**src/rtl/demux3_reg.sv**
```systemverilog
// Registered 1-to-3 demultiplexer with valid/ready handshakes.
// One word per cycle enters on the input and is routed by select code to one
// of three lanes. Each lane owns a one-entry holding register, so a stalled
// consumer only blocks words aimed at its own lane. Select code 3 is illegal:
// such words are consumed, dropped, flagged (sticky) and counted (saturating).

module demux3_reg #(
    parameter int                 WIDTH      = 32,
    parameter logic [WIDTH-1:0]   RESET_DATA = {WIDTH{1'b0}}
) (
    input  logic             clk,
    input  logic             reset,
    input  logic [WIDTH-1:0] in_data,
    input  logic             in_valid,
    output logic             in_ready,
    input  logic [1:0]       select,
    output logic [WIDTH-1:0] out1_data,
    output logic             out1_valid,
    input  logic             out1_ready,
    output logic [WIDTH-1:0] out2_data,
    output logic             out2_valid,
    input  logic             out2_ready,
    output logic [WIDTH-1:0] out3_data,
    output logic             out3_valid,
    input  logic             out3_ready,
    output logic             err_illegal,
    output logic [7:0]       drop_count
);

    // Saturating increment for the 8-bit drop counter.
    function automatic logic [7:0] sat_inc8(input logic [7:0] value);
        logic [7:0] result;
        if (value == 8'hFF) begin
            result = value;
        end else begin
            result = value + 8'd1;
        end
        return result;
    endfunction

    logic [WIDTH-1:0] lane_data_r [3];
    logic [2:0]       lane_valid_r;
    logic             err_illegal_r;
    logic [7:0]       drop_count_r;

    logic [2:0]       lane_ready_s;
    logic [2:0]       lane_open_s;
    logic [2:0]       lane_sel_s;
    logic             illegal_sel_s;
    logic             in_ready_s;
    logic [2:0]       lane_wr_s;
    logic [2:0]       lane_drain_s;
    logic             drop_s;

    assign lane_ready_s = {out3_ready, out2_ready, out1_ready};

    // A lane can take a new word when it is empty or is draining this cycle.
    assign lane_open_s  = ~lane_valid_r | lane_ready_s;
    assign lane_drain_s = lane_valid_r & lane_ready_s;

    // Decode select into a one-hot lane request; select is ignored without in_valid.
    always_comb begin
        lane_sel_s    = 3'b000;
        illegal_sel_s = 1'b0;
        if (in_valid) begin
            case (select)
                2'd0:    lane_sel_s    = 3'b001;
                2'd1:    lane_sel_s    = 3'b010;
                2'd2:    lane_sel_s    = 3'b100;
                2'd3:    illegal_sel_s = 1'b1;
                default: lane_sel_s    = 3'b000;
            endcase
        end else begin
            lane_sel_s    = 3'b000;
            illegal_sel_s = 1'b0;
        end
    end

    // Input readiness follows the selected lane only; illegal words are always taken.
    always_comb begin
        in_ready_s = 1'b1;
        case (select)
            2'd0:    in_ready_s = lane_open_s[0];
            2'd1:    in_ready_s = lane_open_s[1];
            2'd2:    in_ready_s = lane_open_s[2];
            2'd3:    in_ready_s = 1'b1;
            default: in_ready_s = 1'b1;
        endcase
    end

    assign in_ready  = in_ready_s;
    assign lane_wr_s = lane_sel_s & lane_open_s;
    assign drop_s    = illegal_sel_s;

    // Lane holding registers: a new word wins over a drain on the same edge.
    always_ff @(posedge clk) begin
        if (reset) begin
            for (int k = 0; k < 3; k++) begin
                lane_data_r[k]  <= RESET_DATA;
                lane_valid_r[k] <= 1'b0;
            end
        end else begin
            for (int k = 0; k < 3; k++) begin
                if (lane_wr_s[k]) begin
                    lane_data_r[k]  <= in_data;
                    lane_valid_r[k] <= 1'b1;
                end else if (lane_drain_s[k]) begin
                    lane_valid_r[k] <= 1'b0;
                end else begin
                    lane_valid_r[k] <= lane_valid_r[k];
                end
            end
        end
    end

    // Sticky illegal-select flag and saturating count of dropped words.
    always_ff @(posedge clk) begin
        if (reset) begin
            err_illegal_r <= 1'b0;
            drop_count_r  <= 8'd0;
        end else if (drop_s) begin
            err_illegal_r <= 1'b1;
            drop_count_r  <= sat_inc8(drop_count_r);
        end else begin
            err_illegal_r <= err_illegal_r;
            drop_count_r  <= drop_count_r;
        end
    end

    assign out1_data   = lane_data_r[0];
    assign out2_data   = lane_data_r[1];
    assign out3_data   = lane_data_r[2];
    assign out1_valid  = lane_valid_r[0];
    assign out2_valid  = lane_valid_r[1];
    assign out3_valid  = lane_valid_r[2];
    assign err_illegal = err_illegal_r;
    assign drop_count  = drop_count_r;

endmodule

```
**config.mk**
```make
export PLATFORM = sky130hd
export DESIGN_NAME = demux3_reg
export DESIGN_NICKNAME = d
export VERILOG_FILES = /design/src/rtl/demux3_reg.sv
export SDC_FILE = /design/constraint.sdc
export NUM_CORES = 1
export LEC_CHECK = 0
export CAP_MARGIN = 20
export CORE_ASPECT_RATIO = 1.1
export CORE_MARGIN = 4
export CORE_UTILIZATION = 43
export DETAILED_ROUTE_END_ITERATION = 6
export PLACE_DENSITY = 0.79
export REMOVE_ABC_BUFFERS = 1
export SYNTH_ARGS = -nofsm -noshare
export SYNTH_HDL_FRONTEND = slang
export SYNTH_SLANG_ARGS = --single-unit
```
**constraint.sdc**
```tcl
create_clock -name clk -period 2.1 [get_ports clk]
set_input_delay 0.525 -clock clk [delete_from_list [all_inputs] [get_ports clk]]
set_output_delay 0.525 -clock clk [all_outputs]
set_load 0.03 [all_outputs]
```
Yosys cells after proc, flatten, opt, wreduce, memory -nomap -nowiden
Memory sizes are Yosys's and may differ from the RTL's.
Index checks and enable logic that the tools add are counted.
Widths: inputs -> output; s select.
- output and inout port bits: 109
- bits of input ports: 40
- memory bits (writable): 96
- bits in registers: 12
- memories kept: 1
- bitwise gates (word level): 8
- eq/ne operators: 4
- muxes and demuxes: 25
- add/subtract/negate cells: 1
- reductions and logical operators: 5
- memory list (name ; words ; width ; rd ports ; clocked after memory_dff ; write ports ; RTL line ; source):
    lane_data_r ; 3 ; 32 ; 3 ; 0 ; 3 ; 41 ; logic [WIDTH-1:0] lane_data_r [3];
- operator list (operator ; number):
    $mux 32 ; 3
    $mux 1 ; 19
    $pmux 3 s3 ; 1
    $add 8x1->8 const B ; 1
    $eq 8x8->1 const B ; 1
    $and 3x3->3 ; 2
    $reduce_bool 2->1 ; 3
    $eq 2x2->1 const B ; 2
    $pmux 1 s4 ; 1
    $mux 3 ; 1
    $not 3->3 ; 1
    $or 1x1->1 ; 3
    $or 3x3->3 ; 1
    $eq 2x1->1 const B ; 1
    $logic_not 2->1 ; 1
    $reduce_and 2->1 ; 1
    $not 1->1 ; 1

Depth between registers and ports, before layout
- depth after elaboration: 8
- depth in mapped cells: 6
- gate-level depth less buffers: 4

Worst setup path after synthesis
Ideal clock, no wire load.
- path kind: in2out
- start: in out2_ready
- end: out in_ready
- data required time: 1.575 ns
- arrival time: 1.475 ns
- path buffers: 0
- stages on the path: 3
- setup slack: 0.100 ns
- cell sequence: nand2b_1 > mux2i_1 > o21ai_0
- longest elaborated chain between the ends: 2
- RTL lines (element ; RTL line ; source):
    start: declaration ; 22 ; input logic out2_ready,
    $or 3x3->3 ; 58 ; assign lane_open_s = ~lane_valid_r | lane_ready_s;
    $pmux 1 s4 ; 82 ; case (select)
    end: declaration ; 15 ; output logic in_ready,
No other way between the ends.

Worst setup path in the final report
- start: reg drop_count_r[7], in the netlist drop_count[7]
- end: out drop_count[7]
- RTL lines (element ; RTL line ; source):
    start: declaration ; 44 ; logic [7:0] drop_count_r;
    start signal: assignment ; 123 ; drop_count_r <= sat_inc8(drop_count_r);
    start signal: assignment ; 126 ; drop_count_r <= drop_count_r;
    end: declaration ; 27 ; output logic [7:0] drop_count
No word-level cell between the ends.

==> flow_metrics.env <==
export IMPL_status="completed"
export IMPL_io_pins=149
export IMPL_p_per_area_nw_per_um2=748
export IMPL_crit_path_start="drop_count[7]$_SDFFE_PP0P_"
export IMPL_initial_core_util=0.437
export IMPL_combPwrFrac=0.164
export IMPL_cts_sinks=108
export IMPL_worstReg2RegStart="lane_valid_r[0]$_SDFFE_PP0P_"
export IMPL_die_w_um=98.4
export IMPL_core_area_um2=8830
export IMPL_place_congestion=0.810
export IMPL_viasPerCell=4.95
export IMPL_nets=451
export IMPL_hold_path_depth=2
export IMPL_die_h_um=107
export IMPL_first_pass_iters=4
export IMPL_dr_first_iter_drc_count=146
export IMPL_synth_distinct_cells=30
export IMPL_maxCapViolCount=0
export IMPL_maxSlewHeadroom=0.760
export IMPL_yosysSeqAreaShare=0.809
export IMPL_holdCritPathClass="reg2reg"
export IMPL_cts_made_buffers=9
export IMPL_finalHoldViolations=0
export IMPL_drive_gt1_frac=0.0990
export IMPL_grt_overflow_total=0
export IMPL_portBuffers=148
export IMPL_max_freq_ghz=0.498
export IMPL_ys_warnings_count=0
export IMPL_rsz0062_at_grt="false"
export IMPL_clock_path_buffers=2
export IMPL_hold_ws_ns=0.501
export IMPL_period_minus_slack_ns=2.01
export IMPL_grt_total_usage=0.172
export IMPL_area_delta_synth_final_pct=51.8
export IMPL_path_buf_inv=1
export IMPL_vias=2614
export IMPL_grt_pass1_vias=2549
export IMPL_fin_skew_ns=0.0124
export IMPL_muxShareOfSynthArea=0.00810
export IMPL_grt_max_degree=33
export IMPL_synth_compound_gate_area_share=0.0480
export IMPL_synth_top_family_by_area="simple AND/OR/NAND/NOR gates"
export IMPL_dpl_instance_area_um2=5640
export IMPL_dieArea_um2=10600
export IMPL_finalSetupViolations=0
export IMPL_clk_latency_ns=0.36
export IMPL_swShare=0.244
export IMPL_finish_utilization=0.664
export IMPL_num_antenna_cells=0
export IMPL_critical_path_depth=1
export IMPL_slew_viol_final=0
export IMPL_synth_area_per_cell_um2=15.8
export IMPL_worst_path_dominant_cell_family="buffers and inverters"
export IMPL_synthesis_area_um2=3860
export IMPL_path_max_fanout=5
export IMPL_reg2reg_slack_ns=0.44
export IMPL_yosysTopAreaCellShare=0.747
export IMPL_cts_clk_slew_worst_paths_ns=0.09
export IMPL_critPathKind="reg2out"
export IMPL_ant_nets=0
export IMPL_yosys_register_bits=108
export IMPL_synth_area_leaders="edfxtp_1 (75%), dfxtp_1 (6.2%), nor2_1 (3.7%), nand2_1 (3.4%), buf_6 (1.2%)"
export IMPL_peakVddDrop_mv=0.359
export IMPL_final_area_um2=5860
export IMPL_synthAdderAreaFrac=0.00324
export IMPL_grt_first_pass_wirelength_um=13600
export IMPL_cts_tree="yes"
export IMPL_htree_levels=3
export IMPL_switchingPower_mw=1.07
export IMPL_root_buffer="clkbuf_8"
export IMPL_clkPwrFrac=0.268
export IMPL_min_delay_start="err_illegal$_SDFFE_PP0P_"
export IMPL_p_leak_nw=2.26
export IMPL_period_share=0.956
export IMPL_drc=0
export IMPL_wl_per_cell_um=17.4
export IMPL_yosys_area_share_simple=0.108
export IMPL_synth_xor_area_frac=0
export IMPL_row_count=36
export IMPL_antenna_found_initial=0
export IMPL_tightest_slew_ns=0.359
export IMPL_worstPathRequired_ns=1.57
export IMPL_p_int_mw=3.31
export IMPL_synth_top_area_cell="edfxtp_1"
export IMPL_dp_hpwl_um=6570
export IMPL_crit_slowest_cell="clkdlybuf4s50_1"
export IMPL_start_kind="flop"
export IMPL_path_cells="clkdlybuf4s50_1"
export IMPL_crit_arrival_ns=1.48
export IMPL_max_stage_delay_ns=0.71
export IMPL_r2r_worst_path_cells=4
export IMPL_synth_cells=245
export IMPL_wl_um=9170
export IMPL_seq_power_share=0.569
export IMPL_crit_path_end_kind="output port"
-- cell usage after synthesis --
| library cell | count |
|---|---|
| a21oi_1 | 6 |
| nand4_1 | 1 |
| clkbuf_1 | 3 |
| nand3_1 | 4 |
| mux2_2 | 1 |
| mux2i_1 | 2 |
| or3b_4 | 1 |
| a211oi_1 | 4 |
| a311oi_1 | 3 |
| dfxtp_1 | 12 |
| a31oi_1 | 1 |
| a41o_1 | 2 |
| a31o_2 | 1 |
| and3_1 | 4 |
| buf_6 | 4 |
| nand2_1 | 35 |
| ha_1 | 1 |
| edfxtp_1 | 96 |
| buf_2 | 5 |
| and4_1 | 1 |
| nand2b_1 | 5 |
| clkbuf_2 | 1 |
| nand3b_1 | 1 |
| a32oi_4 | 1 |
| and2_1 | 1 |
| o21ai_0 | 2 |
| nor2b_1 | 4 |
| nor2_1 | 38 |
| a41oi_1 | 3 |
| inv_1 | 2 |
-- area by class of cell --
cell class / instances / area [µm²]
clock buffer: 11 / 131
clock inverter: 4 / 48.8
fill: 675 / 2970
inverter: 2 / 7.51
multi-input combinational: 122 / 666
sequential: 108 / 3120
tap: 114 / 143
timing repair buffer: 167 / 1740
-- power groups by stage --
stage	combinational, mW	sequential [mW]	clock (mW)
2_1_floorplan	0.0981	2.76	0
3_3_place_gp	0.711	2.54	0
3_5_place_dp	0.718	2.54	0
4_1_cts	0.721	2.49	1.21
5_1_grt	0.749	2.50	1.30
6_report	0.717	2.49	1.17
-- placed cells by master (no fill, tap or decap), types with 2 or more instances in the layout --
cell type / synthesis / final
clkdlybuf4s50_1: 0 / 140
edfxtp_1: 96 / 96
nor2_1: 38 / 38
nand2_1: 35 / 35
dfxtp_1: 12 / 12
buf_4: 0 / 11
clkbuf_8: 0 / 9
buf_12: 0 / 8
dlymetal6s2s_1: 0 / 7
a21oi_1: 6 / 6
and3_1: 4 / 4
nand3_1: 4 / 4
a211oi_1: 4 / 4
nand2b_1: 5 / 3
nor2b_1: 4 / 3
a41oi_1: 3 / 3
a311oi_1: 3 / 3
nand2b_4: 0 / 2
inv_1: 2 / 2
o21ai_1: 0 / 2
a41o_1: 2 / 2
clkinv_2: 0 / 2
clkbuf_1: 3 / 2
-- stage by stage --
stage	TNS, ns	instances	power [mW]	setup slack [ns]
global route	0	528	4.56	0.0116
detailed placement	-8.46	513	3.26	-0.0980
floorplan	0	232	2.86	0.0917
CTS	0	528	4.42	0.00661
finish	0	528	4.38	0.0929
global placement	-7.27	513	3.25	-0.0801
-- final timing paths --
path,endpoint
worst max-delay path,drop_count[7]
worst min-delay path,err_illegal$_SDFFE_PP0P_
worst max register to register,lane_data_r[0][19]$_DFFE_PP_
worst min register to register,err_illegal$_SDFFE_PP0P_
-- logic make-up after synthesis --
family,count (synthesis)
flops,108
mux,3
buf+inv,15
simple gates,95
compound gates,23
fa+ha+maj,1
-- sequential cells by signal, indices dropped and copies added, names as in the netlist --
| register | cells |
|---|---|
| lane_data_r | 96 |
| drop_count | 8 |
| lane_valid_r | 3 |
| err_illegal | 1 |
-- routing by layer --
layer / GRT usage / wire length [µm] / up-vias
li1: - / - / 1219
met1: 0.198 / 3490 / 1256
met2: 0.296 / 4790 / 127
met3: 0.0590 / 757 / 12
met4: 0.0673 / 128 / 0
met5: 0 / 0 / -
-- repair_timing --
item | CTS | global route
setup endpoints to repair | 1 | 5
hold buffers | 0 | 0
resized for setup | 1 | 12
pin swaps | 0 | 1
setup buffers | 0 | 0
hold endpoints to repair | 0 | 0
Power figures use the tool's default switching activity.
